## config.mk

```make
export PLATFORM = sky130hd
export DESIGN_NAME = wt_dcache_repl_arb
export DESIGN_NICKNAME = d
export VERILOG_FILES = /design/src/rtl/wt_cache_pkg.sv /design/src/rtl/wt_dcache_repl_fifo.sv /design/src/rtl/wt_dcache_repl_arb.sv
export SDC_FILE = /design/constraint.sdc
export NUM_CORES = 1
export LEC_CHECK = 0
export CAP_MARGIN = 10
export CORE_MARGIN = 8
export CORE_UTILIZATION = 50
export DETAILED_ROUTE_END_ITERATION = 8
export PLACE_DENSITY = 0.84
export SYNTH_ARGS = -nofsm -noshare
export SYNTH_HDL_FRONTEND = slang
export SYNTH_SLANG_ARGS = --single-unit
```

## constraint.sdc

```tcl
create_clock -name clk_i -period 3.78 [get_ports clk_i]
set_clock_uncertainty 0.2 [all_clocks]
set_input_delay 0.756 -clock clk_i [delete_from_list [all_inputs] [get_ports clk_i]]
set_output_delay 0.756 -clock clk_i [all_outputs]
set_load 0.005 [all_outputs]
```

## src/rtl/wt_cache_pkg.sv

```systemverilog
// Shared write-through cache geometry, replacement-update record and arbiter FSM states.
package wt_cache_pkg;

  localparam int DCACHE_CL_IDX_WIDTH = 8;
  localparam int DCACHE_SET_ASSOC    = 4;
  localparam int DCACHE_WAY_WIDTH    = $clog2(DCACHE_SET_ASSOC);

  typedef struct packed {
    logic [DCACHE_CL_IDX_WIDTH-1:0] idx;
    logic [DCACHE_WAY_WIDTH-1:0]    way;
  } repl_upd_t;

  typedef enum logic {
    REPL_RUN  = 1'b0,
    REPL_WALK = 1'b1
  } repl_state_e;

endpackage

```

## src/rtl/wt_dcache_repl_fifo.sv

```systemverilog
// Small circular buffer holding accepted hit updates until the replacement port is free.
module wt_dcache_repl_fifo #(
  parameter int WIDTH = 10,
  parameter int DEPTH = 4
) (
  input  logic                     clk_i,
  input  logic                     rst_i,
  input  logic                     flush_i,
  input  logic                     push_i,
  input  logic [WIDTH-1:0]         data_i,
  input  logic                     pop_i,
  output logic                     full_o,
  output logic                     empty_o,
  output logic [$clog2(DEPTH):0]   count_o,
  output logic [WIDTH-1:0]         head_o
);

  localparam int PTR_W = $clog2(DEPTH);
  localparam int CNT_W = PTR_W + 1;

  logic [WIDTH-1:0] mem_q [DEPTH];
  logic [PTR_W-1:0] wr_ptr_q, wr_ptr_d;
  logic [PTR_W-1:0] rd_ptr_q, rd_ptr_d;
  logic [CNT_W-1:0] count_q, count_d;
  logic             do_push, do_pop;

  assign full_o  = (count_q == CNT_W'(DEPTH));
  assign empty_o = (count_q == '0);
  assign count_o = count_q;
  assign head_o  = mem_q[rd_ptr_q];
  assign do_push = push_i && !full_o;
  assign do_pop  = pop_i && !empty_o;

  // NOTE: every variable assigned in always_comb gets a default first, so no latch is inferred.
  always_comb begin
    wr_ptr_d = wr_ptr_q;
    rd_ptr_d = rd_ptr_q;
    count_d  = count_q + CNT_W'(do_push) - CNT_W'(do_pop);
    if (do_push) wr_ptr_d = wr_ptr_q + 1'b1;
    if (do_pop)  rd_ptr_d = rd_ptr_q + 1'b1;
  end

  // NOTE: sequential state uses non-blocking assignments only.
  always_ff @(posedge clk_i) begin
    if (rst_i || flush_i) begin
      wr_ptr_q <= '0;
      rd_ptr_q <= '0;
      count_q  <= '0;
    end else begin
      wr_ptr_q <= wr_ptr_d;
      rd_ptr_q <= rd_ptr_d;
      count_q  <= count_d;
    end
  end

  // NOTE: storage is not reset; the count and pointers decide which entries are live.
  always_ff @(posedge clk_i) begin
    if (do_push) mem_q[wr_ptr_q] <= data_i;
  end

endmodule

```

## src/rtl/wt_dcache_repl_arb.sv

```systemverilog
// Replacement-state update arbiter: refill updates bypass, hit updates are round-robin
// granted into a buffer, and flush/reset walk every set to reinitialise its state.
module wt_dcache_repl_arb
  import wt_cache_pkg::*;
#(
  parameter int NUM_PORTS  = 3,
  parameter int FIFO_DEPTH = 4,
  parameter int IDX_W      = DCACHE_CL_IDX_WIDTH,
  parameter int WAY_W      = $clog2(DCACHE_SET_ASSOC)
) (
  input  logic                       clk_i,
  input  logic                       rst_i,
  input  logic                       flush_i,
  output logic                       flush_ack_o,
  input  logic [NUM_PORTS-1:0]       hit_req_i,
  input  logic [NUM_PORTS*IDX_W-1:0] hit_idx_i,
  input  logic [NUM_PORTS*WAY_W-1:0] hit_way_i,
  output logic [NUM_PORTS-1:0]       hit_gnt_o,
  input  logic                       miss_upd_i,
  input  logic [IDX_W-1:0]           miss_idx_i,
  input  logic [WAY_W-1:0]           miss_way_i,
  output logic                       upd_valid_o,
  output logic [IDX_W-1:0]           upd_idx_o,
  output logic [WAY_W-1:0]           upd_way_o,
  output logic                       upd_miss_o,
  output logic                       init_o,
  output logic [IDX_W-1:0]           init_idx_o,
  output logic                       busy_o
);

  localparam int ENTRY_W = IDX_W + WAY_W;
  localparam int RR_W    = (NUM_PORTS > 1) ? $clog2(NUM_PORTS) : 1;
  localparam int CNT_W   = $clog2(FIFO_DEPTH) + 1;

  repl_state_e        state_q;
  logic [IDX_W-1:0]   walk_cnt_q;
  logic [RR_W-1:0]    rr_q, rr_d;

  logic               run, walk, walk_last;
  logic               gnt_found, grant_ok;
  logic [RR_W-1:0]    gnt_port;
  logic [ENTRY_W-1:0] push_data, fifo_head;
  logic               fifo_full, fifo_empty, fifo_pop, fifo_flush;
  logic [CNT_W-1:0]   fifo_count;
  logic [IDX_W-1:0]   head_idx;
  logic [WAY_W-1:0]   head_way;
  logic               head_drop;

  // Reset forces every request-facing output low in the cycle it is applied.
  assign run       = (state_q == REPL_RUN)  && !rst_i;
  assign walk      = (state_q == REPL_WALK) && !rst_i;
  assign walk_last = (walk_cnt_q == {IDX_W{1'b1}});

  always_comb begin
    gnt_found = 1'b0;
    gnt_port  = '0;
    for (int k = 0; k < NUM_PORTS; k++) begin
      if (!gnt_found && hit_req_i[(int'(rr_q) + k) % NUM_PORTS]) begin
        gnt_found = 1'b1;
        gnt_port  = RR_W'((int'(rr_q) + k) % NUM_PORTS);
      end
    end
  end

  // A full buffer refuses grants even when its head leaves this cycle.
  assign grant_ok  = run && !flush_i && !fifo_full && gnt_found;
  assign rr_d      = (int'(gnt_port) == NUM_PORTS - 1) ? '0 : gnt_port + 1'b1;
  assign push_data = {hit_idx_i[int'(gnt_port)*IDX_W +: IDX_W],
                      hit_way_i[int'(gnt_port)*WAY_W +: WAY_W]};

  always_comb begin
    hit_gnt_o = '0;
    if (grant_ok) hit_gnt_o[gnt_port] = 1'b1;
  end

  assign head_idx   = fifo_head[ENTRY_W-1 -: IDX_W];
  assign head_way   = fifo_head[WAY_W-1:0];
  // A refill of the same set supersedes the buffered hit, so the hit is dropped.
  assign head_drop  = miss_upd_i && (head_idx == miss_idx_i);
  assign fifo_pop   = run && !fifo_empty && (!miss_upd_i || head_drop);
  assign fifo_flush = run && flush_i;

  assign upd_valid_o = run && (miss_upd_i || !fifo_empty);
  assign upd_miss_o  = run && miss_upd_i;
  assign upd_idx_o   = miss_upd_i ? miss_idx_i : head_idx;
  assign upd_way_o   = miss_upd_i ? miss_way_i : head_way;

  assign init_o      = walk;
  assign init_idx_o  = walk_cnt_q;
  assign flush_ack_o = walk && walk_last;
  assign busy_o      = (state_q == REPL_WALK) || (fifo_count != '0);

  always_ff @(posedge clk_i) begin
    if (rst_i) begin
      state_q    <= REPL_WALK;
      walk_cnt_q <= '0;
      rr_q       <= '0;
    end else begin
      case (state_q)
        REPL_RUN: begin
          if (grant_ok) rr_q <= rr_d;
          if (flush_i) begin
            state_q    <= REPL_WALK;
            walk_cnt_q <= '0;
          end
        end
        REPL_WALK: begin
          walk_cnt_q <= walk_cnt_q + 1'b1;
          if (walk_last) state_q <= REPL_RUN;
        end
        default: state_q <= REPL_WALK;
      endcase
    end
  end

  wt_dcache_repl_fifo #(
    .WIDTH (ENTRY_W),
    .DEPTH (FIFO_DEPTH)
  ) u_fifo (
    .clk_i   (clk_i),
    .rst_i   (rst_i),
    .flush_i (fifo_flush),
    .push_i  (grant_ok),
    .data_i  (push_data),
    .pop_i   (fifo_pop),
    .full_o  (fifo_full),
    .empty_o (fifo_empty),
    .count_o (fifo_count),
    .head_o  (fifo_head)
  );

endmodule

```

==> flow_metrics.tcl <==
set metrics [dict create \
    p_leak_nw 1.52 \
    clockRootBuffer "clkbuf_8" \
    totalPowerFinal_mw 1.56 \
    final_util 0.695 \
    drcViolationCount 0 \
    start_kind "primary input" \
    track_usage 0.161 \
    yosys.area.top_type_share 0.398 \
    core_area_um2 5890 \
    antennaDiodeCount 0 \
    die_w_um 93.7 \
    synth_area_leader_cell "edfxtp_1" \
    wire_per_inst_um 17.2 \
    maxSlewViolCount 0 \
    ys_async_sr_fraction 0 \
    via_per_inst 5.51 \
    ys_types 46 \
    combPwrFrac 0.166 \
    worstSetupStartpoint "rst_i" \
    use_met2 0.271 \
    clk_pin_slew_ps 70 \
    pwr-share-seq 0.478 \
    synthFlopType "edfxtp_1" \
    grt_max_degree 17 \
    cts_tree "yes" \
    floorplan.initialDensity 0.513 \
    rsz0062_at_grt "false" \
    drive_gt1_frac 0.160 \
    fin_crit_ps 3520 \
    setup_viol 0 \
    vdd.ir_drop.worst_uv 267 \
    globalplace.congestion 0.755 \
    final_nets 378 \
    hp-class "reg -> reg" \
    place_inst 384 \
    syn_to_final_growth_pct 35.5 \
    grt_pass1_vias 2261 \
    p_int_mw 1.19 \
    fin_crit_sh 0.931 \
    clk-insertion-delay-late_ps 330 \
    crit_type "in -> out" \
    drt_iter0_drc 102 \
    ys_ff_latch 60 \
    postRouteAntennaNets 0 \
    routed-via-count 2210 \
    path_max_fanout 11 \
    totalWireLength_um 6890 \
    grtUsageMet3 0.0472 \
    crit_arrival_ps 2560 \
    die_y_um 93.7 \
    max_freq_mhz 284 \
    dieArea_um2 8780 \
    ff_latch_area_um2 1600 \
    worstMarginPinSlew_ps 821 \
    max-slew-margin-rel 0.448 \
    cts_made_buffers 9 \
    multi_input_area_um2 1330 \
    placementRows 28 \
    gr-total-overflow 0 \
    r2r-end "u_fifo.count_o[2]" \
    powerDensity_nw_per_um2 382 \
    syn_nets 292 \
    grt_util_met1 0.187 \
    antenna_found_initial 0 \
    endpoint_kind "output pin" \
    preCtsSetupSlack_ps -17.0 \
    p_clk_frac 0.356 \
    final_cell_count_no_fill 401 \
    ys_warn_count 0 \
    clock-sinks 60 \
    power.switching_mw 0.375 \
    ys_seq_area_frac 0.530 \
    hold_viol 0 \
    clock_path_buffers 2 \
    synthCells 235 \
    synth_edf_count 40 \
    syn_avg_cell_area_um2 12.9 \
    grt_pass1_wl_um 10900 \
    ios 73 \
    r2r_cells 13 \
    rrSetupSlack_ps 410 \
    cts.htree.levels 3 \
    dpl.hpwl_um 5180 \
    cp.required_ps 2820 \
    yosys-top-cells-area "edfxtp_1 (40%), dfxtp_1 (13%), mux4_2 (7.5%)" \
    drv_cap 0 \
    status "finished clean" \
    p_sw_frac 0.240 \
    first_pass_iters 4 \
    syn_area_um2 3020 \
    fillers 421 \
    endpoint "flush_ack_o" \
    grt.busiest_layer "met2" \
    finalWorstSetupSlack_ps 260 \
    io_buffers 72 \
]
[state kept, by name, indices dropped and copies added (netlist names), named ones only]
| signal | flops |
|---|---|
| u_fifo.mem_q | 40 |
| u_fifo.rd_ptr_q | 2 |
| state_q | 1 |
| init_idx_o | 8 |
| rr_q | 2 |
| u_fifo.count_o | 3 |
| u_fifo.wr_ptr_q | 2 |
[per-stage QoR]
step	hold WS, ps	setup TNS (ps)	cell area, µm²
global placement	284	-0.127	3870
global route	333	0	4090
floorplan	268	0	3020
detailed placement	298	-17.0	3870
CTS	311	0	4070
finish	325	0	4090
[repair_timing]
action / 4_1_cts / 5_1_grt
setup buffers: 0 / 1
hold buffers: 0 / 0
pin swaps: 1 / 2
endpoints found under the setup margin: 2 / 3
resized for setup: 1 / 4
[worst min path at each step]
stage,from,end,slack (ps),cells past startpoint
global route,rr_q[0],rr_q[0],330,2
floorplan,rr_q[0],rr_q[0],270,2
detailed placement,rr_q[0],rr_q[0],300,2
CTS,rr_q[0],rr_q[0],310,2
global placement,rr_q[0],rr_q[0],280,2
finish,rr_q[0],rr_q[0],320,2
[layout by cell type (no fill, tap or decap), types with 2 or more instances in the layout]
cell type        instances
mux2i_1                  2
o211ai_1                 6
a21oi_1                  6
mux2_2                  10
inv_1                   12
o21a_1                   3
clkdlybuf4s50_1         69
nand2b_1                 5
a22o_1                  11
edfxtp_1                40
a21o_1                  11
nor2_1                  11
dlymetal6s2s_1           3
buf_4                   13
nor2b_1                  2
mux4_2                  10
and2_1                   9
ha_1                     9
or3_1                    5
o21ai_0                  2
clkbuf_8                 9
nand3_1                  4
o2111ai_1                2
dfxtp_1                 20
clkinvlp_4               3
nor4_1                   2
nand4_1                  5
xnor2_1                 12
nand2_1                  6
o31ai_1                  2
[worst max-delay path, stage by stage]
cell             delay (ps)
clkdlybuf4s50_1         440
buf_4                   200
nor4b_1                 560
clkdlybuf4s50_1         610
[synthesized netlist by cell type, types with 3 or more instances]
library cell and count:
a21o_1 11, a21oi_1 6, a22o_1 11, and2_1 9
clkbuf_1 6, dfxtp_1 20, edfxtp_1 40, ha_1 9
inv_1 12, mux2_2 10, mux4_2 10, nand2_1 6
nand2b_1 5, nand3_1 5, nand4_1 5, nor2_1 11
o211ai_1 6, o21a_1 3, or3_1 5, xnor2_1 12
[layer usage]
layer  share of wire  routed length (µm)
met1            0.41                2810
met2            0.53                3680
met3           0.048                 328
met4          0.0099                  68
met5               0                   0
[power groups by stage]
stage | clock [mW] | combinational, mW | sequential (mW)
global route | 0.598 | 0.279 | 0.748
detailed placement | 0 | 0.259 | 0.762
finish | 0.556 | 0.259 | 0.747
CTS | 0.568 | 0.261 | 0.747
global placement | 0 | 0.254 | 0.759
floorplan | 0 | 0.149 | 0.739
[layout make-up]
class | instances | share of cell area
flip-flops and latches | 60 | 0.391
multi-input cells | 153 | 0.326
repair buffers | 85 | 0.202
clock buffers | 10 | 0.0312
well taps | 75 | 0.0229
clock inverters | 6 | 0.0159
inverters | 12 | 0.0110
[cell families after synthesis]
family          after synthesis  share of synthesized area
fa+ha+maj                    12                     0.0510
buf+inv                      22                     0.0315
xor+xnor                     13                     0.0377
compound gates               48                      0.126
simple gates                 58                      0.106
flops                        60                      0.530
mux                          22                      0.118
Note: power is estimated with default switching activity, not from simulation.
